--- src/rtl/hazard_stall_ctrl.sv ---
// hazard_stall_ctrl
//   Pipeline sequencer for the 5-stage core. Generates the PC write enable,
//   the IF/ID write/flush controls, the ID/EX bubble and the global pipe hold.
//   It handles three things:
//     - load-use hazards between the ID and EX instructions
//     - taken-branch flushes resolved in EX
//     - a freeze of the whole pipe while data memory is busy
//
// Configuration macro:
//   HAZARD_PERF_EN  when defined, stall_cnt/flush_cnt are saturating counters
//                   cleared by perf_clr. When undefined, there are no counter
//                   flops, both outputs read 0 and perf_clr is ignored.
//
// Parameters:
//   REG_AW        register-address width of the rs/rt/rd fields
//   LOAD_STALL    stall cycles per load-use hazard (1..7)
//   FLUSH_CYCLES  bubble cycles per taken branch (1..3)
//   CNT_W         width of the performance counters
//
// Ports:
//   clk, rst                  clock (rising edge), async active-high reset
//   id_rs, id_rt              source registers of the ID instruction
//   id_use_rs, id_use_rt      ID instruction actually reads rs / rt
//   ex_mem_read, ex_rd        EX instruction is a load, and its destination
//   branch_taken              taken branch/jump resolved in EX this cycle
//   mem_busy                  data memory not ready; freeze the pipe
//   perf_clr                  synchronous clear of the perf counters
//   pc_wr, if_id_wr           PC / IF/ID load enables
//   if_id_flush               IF/ID clear to NOP (wins over if_id_wr)
//   id_ex_bubble              ID/EX loads NOP control
//   pipe_hold                 freeze ID/EX, EX/MEM and MEM/WB
//   stall_cnt, flush_cnt      load-use stall cycles / taken-branch flush events
module hazard_stall_ctrl #(
  parameter int REG_AW       = 3,
  parameter int LOAD_STALL   = 1,
  parameter int FLUSH_CYCLES = 1,
  parameter int CNT_W        = 16
) (
  input  logic              clk,
  input  logic              rst,
  input  logic [REG_AW-1:0] id_rs,
  input  logic [REG_AW-1:0] id_rt,
  input  logic              id_use_rs,
  input  logic              id_use_rt,
  input  logic              ex_mem_read,
  input  logic [REG_AW-1:0] ex_rd,
  input  logic              branch_taken,
  input  logic              mem_busy,
  input  logic              perf_clr,
  output logic              pc_wr,
  output logic              if_id_wr,
  output logic              if_id_flush,
  output logic              id_ex_bubble,
  output logic              pipe_hold,
  output logic [CNT_W-1:0]  stall_cnt,
  output logic [CNT_W-1:0]  flush_cnt
);

  typedef enum logic [1:0] {
    RUN      = 2'd0,
    LU_STALL = 2'd1,
    FLUSH    = 2'd2
  } state_t;

  // cnt holds the cycles still to go after the current one, so the first
  // stall/flush cycle is the one that detects the event.
  localparam logic [2:0] STALL_INIT = 3'(LOAD_STALL - 1);
  localparam logic [2:0] FLUSH_INIT = 3'(FLUSH_CYCLES - 1);

  state_t     state;
  state_t     state_nxt;
  logic [2:0] cnt;
  logic [2:0] cnt_nxt;
  logic       hazard;
  logic       stall_ev;
  logic       flush_ev;

  // Register 0 is hardwired zero, so a load targeting it can never hazard.
  assign hazard = ex_mem_read && (ex_rd != '0) &&
                  ((id_use_rs && (id_rs == ex_rd)) ||
                   (id_use_rt && (id_rt == ex_rd)));

  always_ff @(posedge clk or posedge rst) begin
    if (rst) begin
      state <= RUN;
      cnt   <= '0;
    end else begin
      state <= state_nxt;
      cnt   <= cnt_nxt;
    end
  end

  // mem_busy freezes everything; otherwise a taken branch overrides any
  // stall in progress, and a hazard is only recognised from RUN.
  always_comb begin
    state_nxt = state;
    cnt_nxt   = cnt;
    stall_ev  = 1'b0;
    flush_ev  = 1'b0;
    if (!mem_busy) begin
      if (branch_taken) begin
        flush_ev = 1'b1;
        if (FLUSH_CYCLES > 1) begin
          state_nxt = FLUSH;
          cnt_nxt   = FLUSH_INIT;
        end else begin
          state_nxt = RUN;
          cnt_nxt   = '0;
        end
      end else begin
        case (state)
          RUN: begin
            if (hazard) begin
              stall_ev = 1'b1;
              if (LOAD_STALL > 1) begin
                state_nxt = LU_STALL;
                cnt_nxt   = STALL_INIT;
              end
            end
          end
          LU_STALL: begin
            stall_ev = 1'b1;
            if (cnt <= 3'd1) begin
              state_nxt = RUN;
              cnt_nxt   = '0;
            end else begin
              cnt_nxt = cnt - 3'd1;
            end
          end
          FLUSH: begin
            if (cnt <= 3'd1) begin
              state_nxt = RUN;
              cnt_nxt   = '0;
            end else begin
              cnt_nxt = cnt - 3'd1;
            end
          end
          default: begin
            state_nxt = RUN;
            cnt_nxt   = '0;
          end
        endcase
      end
    end
  end

  // Outputs are forced low while rst is high so the pipe sees a clean idle.
  always_comb begin
    pc_wr        = 1'b0;
    if_id_wr     = 1'b0;
    if_id_flush  = 1'b0;
    id_ex_bubble = 1'b0;
    pipe_hold    = 1'b0;
    if (!rst) begin
      if (mem_busy) begin
        pipe_hold = 1'b1;
      end else if (branch_taken) begin
        pc_wr        = 1'b1;
        if_id_wr     = 1'b1;
        if_id_flush  = 1'b1;
        id_ex_bubble = 1'b1;
      end else begin
        case (state)
          RUN: begin
            if (hazard) begin
              id_ex_bubble = 1'b1;
            end else begin
              pc_wr    = 1'b1;
              if_id_wr = 1'b1;
            end
          end
          LU_STALL: begin
            id_ex_bubble = 1'b1;
          end
          FLUSH: begin
            pc_wr        = 1'b1;
            if_id_wr     = 1'b1;
            if_id_flush  = 1'b1;
            id_ex_bubble = 1'b1;
          end
          default: begin
            pc_wr = 1'b0;
          end
        endcase
      end
    end
  end

`ifdef HAZARD_PERF_EN
  // Saturating counters; a clear in the same cycle as an increment wins.
  always_ff @(posedge clk or posedge rst) begin
    if (rst) begin
      stall_cnt <= '0;
      flush_cnt <= '0;
    end else if (perf_clr) begin
      stall_cnt <= '0;
      flush_cnt <= '0;
    end else begin
      if (stall_ev && (stall_cnt != '1)) begin
        stall_cnt <= stall_cnt + 1'b1;
      end
      if (flush_ev && (flush_cnt != '1)) begin
        flush_cnt <= flush_cnt + 1'b1;
      end
    end
  end
`else
  logic unused_perf;

  assign unused_perf = perf_clr ^ stall_ev ^ flush_ev;
  assign stall_cnt   = '0;
  assign flush_cnt   = '0;
`endif

endmodule

--- config.mk ---
export PLATFORM = sky130hd
export DESIGN_NAME = hazard_stall_ctrl
export DESIGN_NICKNAME = d
export VERILOG_FILES = /design/src/rtl/hazard_stall_ctrl.sv
export SDC_FILE = /design/constraint.sdc
export NUM_CORES = 1
export LEC_CHECK = 0
export CORE_MARGIN = 1
export CORE_UTILIZATION = 25
export DETAILED_ROUTE_END_ITERATION = 10
export PLACE_DENSITY = 0.84
export SLEW_MARGIN = 20
export SYNTH_ARGS = -nofsm -noshare
export SYNTH_HDL_FRONTEND = slang
export SYNTH_SLANG_ARGS = --single-unit
--- constraint.sdc ---
create_clock -name clk -period 1.7 [get_ports clk]
set_input_delay 0.425 -clock clk [delete_from_list [all_inputs] [get_ports clk]]
set_output_delay 0.425 -clock clk [all_outputs]
set_load 0.01 [all_outputs]
## After elaboration in Yosys (flattened, before gate mapping)

Cells that the tools add are included.

| cells by class | value |
|---|---|
| add/sub/neg operators | 1 |
| magnitude comparators | 1 |
| equal/unequal tests | 6 |
| mux-type cells | 22 |
| bitwise logic cells | 1 |
| reduce and logical (&&, ||, !) cells | 10 |

Operator list:

| operator | count |
|---|---|
| $mux W1 | 14 |
| $eq A3 B3 Y1 | 2 |
| $mux W3 | 2 |
| $pmux W3 S2 | 1 |
| $logic_and A1 B1 Y1 | 4 |
| $mux W2 | 2 |
| $pmux W1 S2 | 2 |
| $pmux W2 S2 | 1 |
| $le A3 B1 Y1 const B | 1 |
| $ne A3 B1 Y1 const B | 1 |
| $reduce_and A3 Y1 | 1 |
| $reduce_bool A3 Y1 | 1 |
| $sub A3 B1 Y3 const B | 1 |
| $eq A2 B1 Y1 const B | 1 |
| $eq A2 B2 Y1 const B | 1 |
| $logic_not A2 Y1 | 1 |
| $ne A2 B2 Y1 const B | 1 |
| $reduce_and A2 Y1 | 1 |
| $reduce_or A2 Y1 | 1 |
| $logic_or A1 B1 Y1 | 1 |
| $not A1 Y1 | 1 |

| storage, ports and cells | value |
|---|---|
| register bits | 5 |
| word-level logic and storage cells | 43 |

## Longest topological paths before layout

| logic depth | value |
|---|---|
| word-level depth | 9 |
| depth in mapped cells | 5 |

## Worst setup path after synthesis

OpenSTA, ideal clock, no wires.

| timing path | value |
|---|---|
| kind | input-to-output |
| start point | input ex_rd[0] |
| end point | output pc_wr |
| arrival | 1.331 ns |
| data required time | 1.275 ns |
| path slack | -0.056 ns |
| stages on the path | 3 |
| buffers on the path | 1 |
| path through | or3_4 -> a311oi_2 -> buf_4 |

| between the ends | value |
|---|---|
| cells in the longest elaborated chain, start to end | 9 |
| elaborated cells between the ends (all ways) | 13 |
| classes of those cells | eq/ne (2); mux (5); reduce/logical (6) |

RTL lines:

| item | line | text |
|---|---|---|
| start, declared | 46 | `input logic [REG_AW-1:0] ex_rd,` |
| $eq A3 B3 Y1, on equally long branches | 80, 81 |  |
| $logic_and A1 B1 Y1, on equally long branches | 80, 81 |  |
| $logic_or A1 B1 Y1 | 80 | `((id_use_rs && (id_rs == ex_rd)) \|\|` |
| $logic_and A1 B1 Y1 * | 79 | `assign hazard = ex_mem_read && (ex_rd != '0) &&` |
| $mux W1 * | - |  |
| $pmux W1 S2 * | - |  |
| $mux W1 * (3 in series) | - |  |
| end, declared | 50 | `output logic pc_wr,` |

Mark *: on every way between the ends. The rest lies on a longest branch, timed or not.

## Worst setup path in the final report

| timing path | value |
|---|---|
| start point | input ex_rd[1] |
| end point | output pc_wr |

| between the ends | value |
|---|---|
| cells in the longest elaborated chain, start to end | 9 |
| elaborated cells between the ends (all ways) | 13 |
| classes of those cells | eq/ne (2); mux (5); reduce/logical (6) |

RTL lines:

| item | line | text |
|---|---|---|
| $eq A3 B3 Y1, on equally long branches | 80, 81 |  |
| $logic_and A1 B1 Y1, on equally long branches | 80, 81 |  |
| $logic_or A1 B1 Y1 | 80 |  |
| $logic_and A1 B1 Y1 * | 79 |  |
| $mux W1 * | 165 | `if (hazard) begin` |
| $pmux W1 S2 * | 163 | `case (state)` |
| $mux W1 * | 157 | `end else if (branch_taken) begin` |
| $mux W1 * | 155 | `if (mem_busy) begin` |
| $mux W1 * | 154 | `if (!rst) begin` |

Marks and branches as above.

==> qor.yml <==
status: "complete, but fails checks"
violations: "setup timing"
fillers: 153
synth_compound_area_frac: 0.0660
yosys-top-cells-area: "buf_4 (65%), xnor2_1 (14%), a311oi_2 (4.0%)"
final_util: 0.372
start_util: 0.281
p_total_w: 0.000117
wire_per_inst_um: 7.72
slew_violations: 0
fin_ws_ns: -0.0858
cp-start-kind: "input pin"
wl_met2_um: 401
synth.distinct_cells: 11
critPathKind: "in2out"
critical_path.cell_chain: "buf_8 -> or3_4 -> a311oi_4 -> buf_2"
path_max_fanout: 2
period_share: 1.05
fmax_mhz: 560
yosys_warnings: 0
diodes: 0
hold_class: "in2out"
worst_path_max_delay_cell: "or3_4"
grt_pass1_wl_um: 828
top_layer_used: "met3"
seq_area_sq_um: 0
ios: 54
die_h_um: 40.9
dp_hpwl_um: 605
syn_avg_cell_area_sq_um: 7.58
synthSimpleGateAreaFrac: 0.132
avgViaCountPerCell: 3.40
synth-seq-area-share: 0
die_area_sq_um: 1680
synth_adder_area_share: 0
timing.max_cap.violations: 0
grt_pass1_vias: 225
synthTopCellsByCount: "buf_4 (33), xnor2_1 (6), nand4_1 (2), nor2b_1 (2)"
crit_required_ns: 1.27
p_leak_nw: 0.288
end_kind: "primary output"
route.detailed.drc: 0
synth_top_cell_by_area: "buf_4"
ant_nets: 0
synth_top_family_by_area: "buffers and inverters"
hold_viol_final: 0
place_ws_ns: -0.864
place_inst: 87
dr.pass1.iters: 1
fin_cells: 88
flops_and_latches: 0
grt_antenna_before_repair: 0
overflow: 0
slowest_delay_ns: 0.40
wl_um: 679
vias: 299
drtIter0Drc: 0
min_period_ns: 1.79
synth.mux.area_fraction: 0
syn_inst: 50
p_per_area_nw_per_um2: 233
core-area_sq_um: 1350
clockBufferCount: 0
numPortBuffers: 20
num-nets-final: 92
synth_top_area_frac: 0.653
core.rowCount: 13
area_growth_pct: 32.3
gp_congestion: 0.595
wl_met1_um: 179
grt_usage: 0.0714
grt_max_degree: 4
die_width_um: 40.9
synthXorXnorAreaFrac: 0.139
finalSetupTns_ns: -0.193
synth_area_sq_um: 379
setup_violations: 3
ir_worst_vdd_mv: 0.0985
layout-drive-gt1-share: 0.274
synth_most_common_cell: "buf_4"
rsz0062_at_grt: "true"
wl_met3_um: 98
cp.arrival_ns: 1.36
==> where the power goes <==
group	switching, W	internal (W)
Combinational	0.0000642	0.0000525
Sequential	0	0
Clock	0	0
Total	0.0000642	0.0000525
==> area by class of cell <==
cell class         count  area (sq um)  share of cell area
well taps             15          18.8              0.0374
repair buffers        25           204               0.406
multi-input cells     48           279               0.556
==> path summary, 6_finish.rpt <==
check	startpoint	endpoint	slack, ns	depth (start not counted)
setup / recovery	ex_rd[1]	pc_wr	-0.09	4
hold / removal	ex_rd[1]	if_id_wr	1.26	4
==> through the flow <==
step / hold slack [ns] / instance area (sq um)
after floorplan: 0.874 / 507
final: 1.26 / 502
after global placement: 1.87 / 508
after CTS: 1.26 / 505
after global routing: 1.28 / 502
after detailed placement: 1.87 / 508
==> timing repair <==
action / in CTS / in global routing
pin swaps: 12 / 5
buffers inserted: 1 / 0
setup endpoints to repair: 5 / 4
gates resized for setup: 56 / 4
hold buffers: 0 / 0
==> metal layers <==
layer,vias up,GRT usage
met5,-,0
met4,0,0
met3,0,0.00543
met2,28,0.180
met1,130,0.0545
li1,141,-
==> worst max-delay path: cells and delay by family <==
kind,cells,cell delay [ns]
simple gates,1,0.40
buf+inv,2,0.28
compound gates,1,0.26
==> placed cells by master, fill, tap and decap left out, types with 2 or more instances in the layout <==
| cell type | instances |
|---|---|
| dlygate4sd2_1 | 7 |
| buf_4 | 4 |
| conb_1 | 32 |
| clkdlybuf4s15_1 | 4 |
| buf_2 | 5 |
| clkbuf_2 | 2 |
| buf_6 | 2 |
| xnor2_1 | 5 |
| nand4_1 | 2 |
==> logic make-up (layout without fill, tap and decap cells) <==
| family | Yosys count | in the layout |
|---|---|---|
| XOR/XNOR | 6 | 6 |
| other | 1 | 32 |
| buffers and inverters | 33 | 25 |
| AO/OA/AOI/OAI | 2 | 2 |
| AND/OR/NAND/NOR | 8 | 8 |
Note: power is estimated with default switching activity, not from simulation.
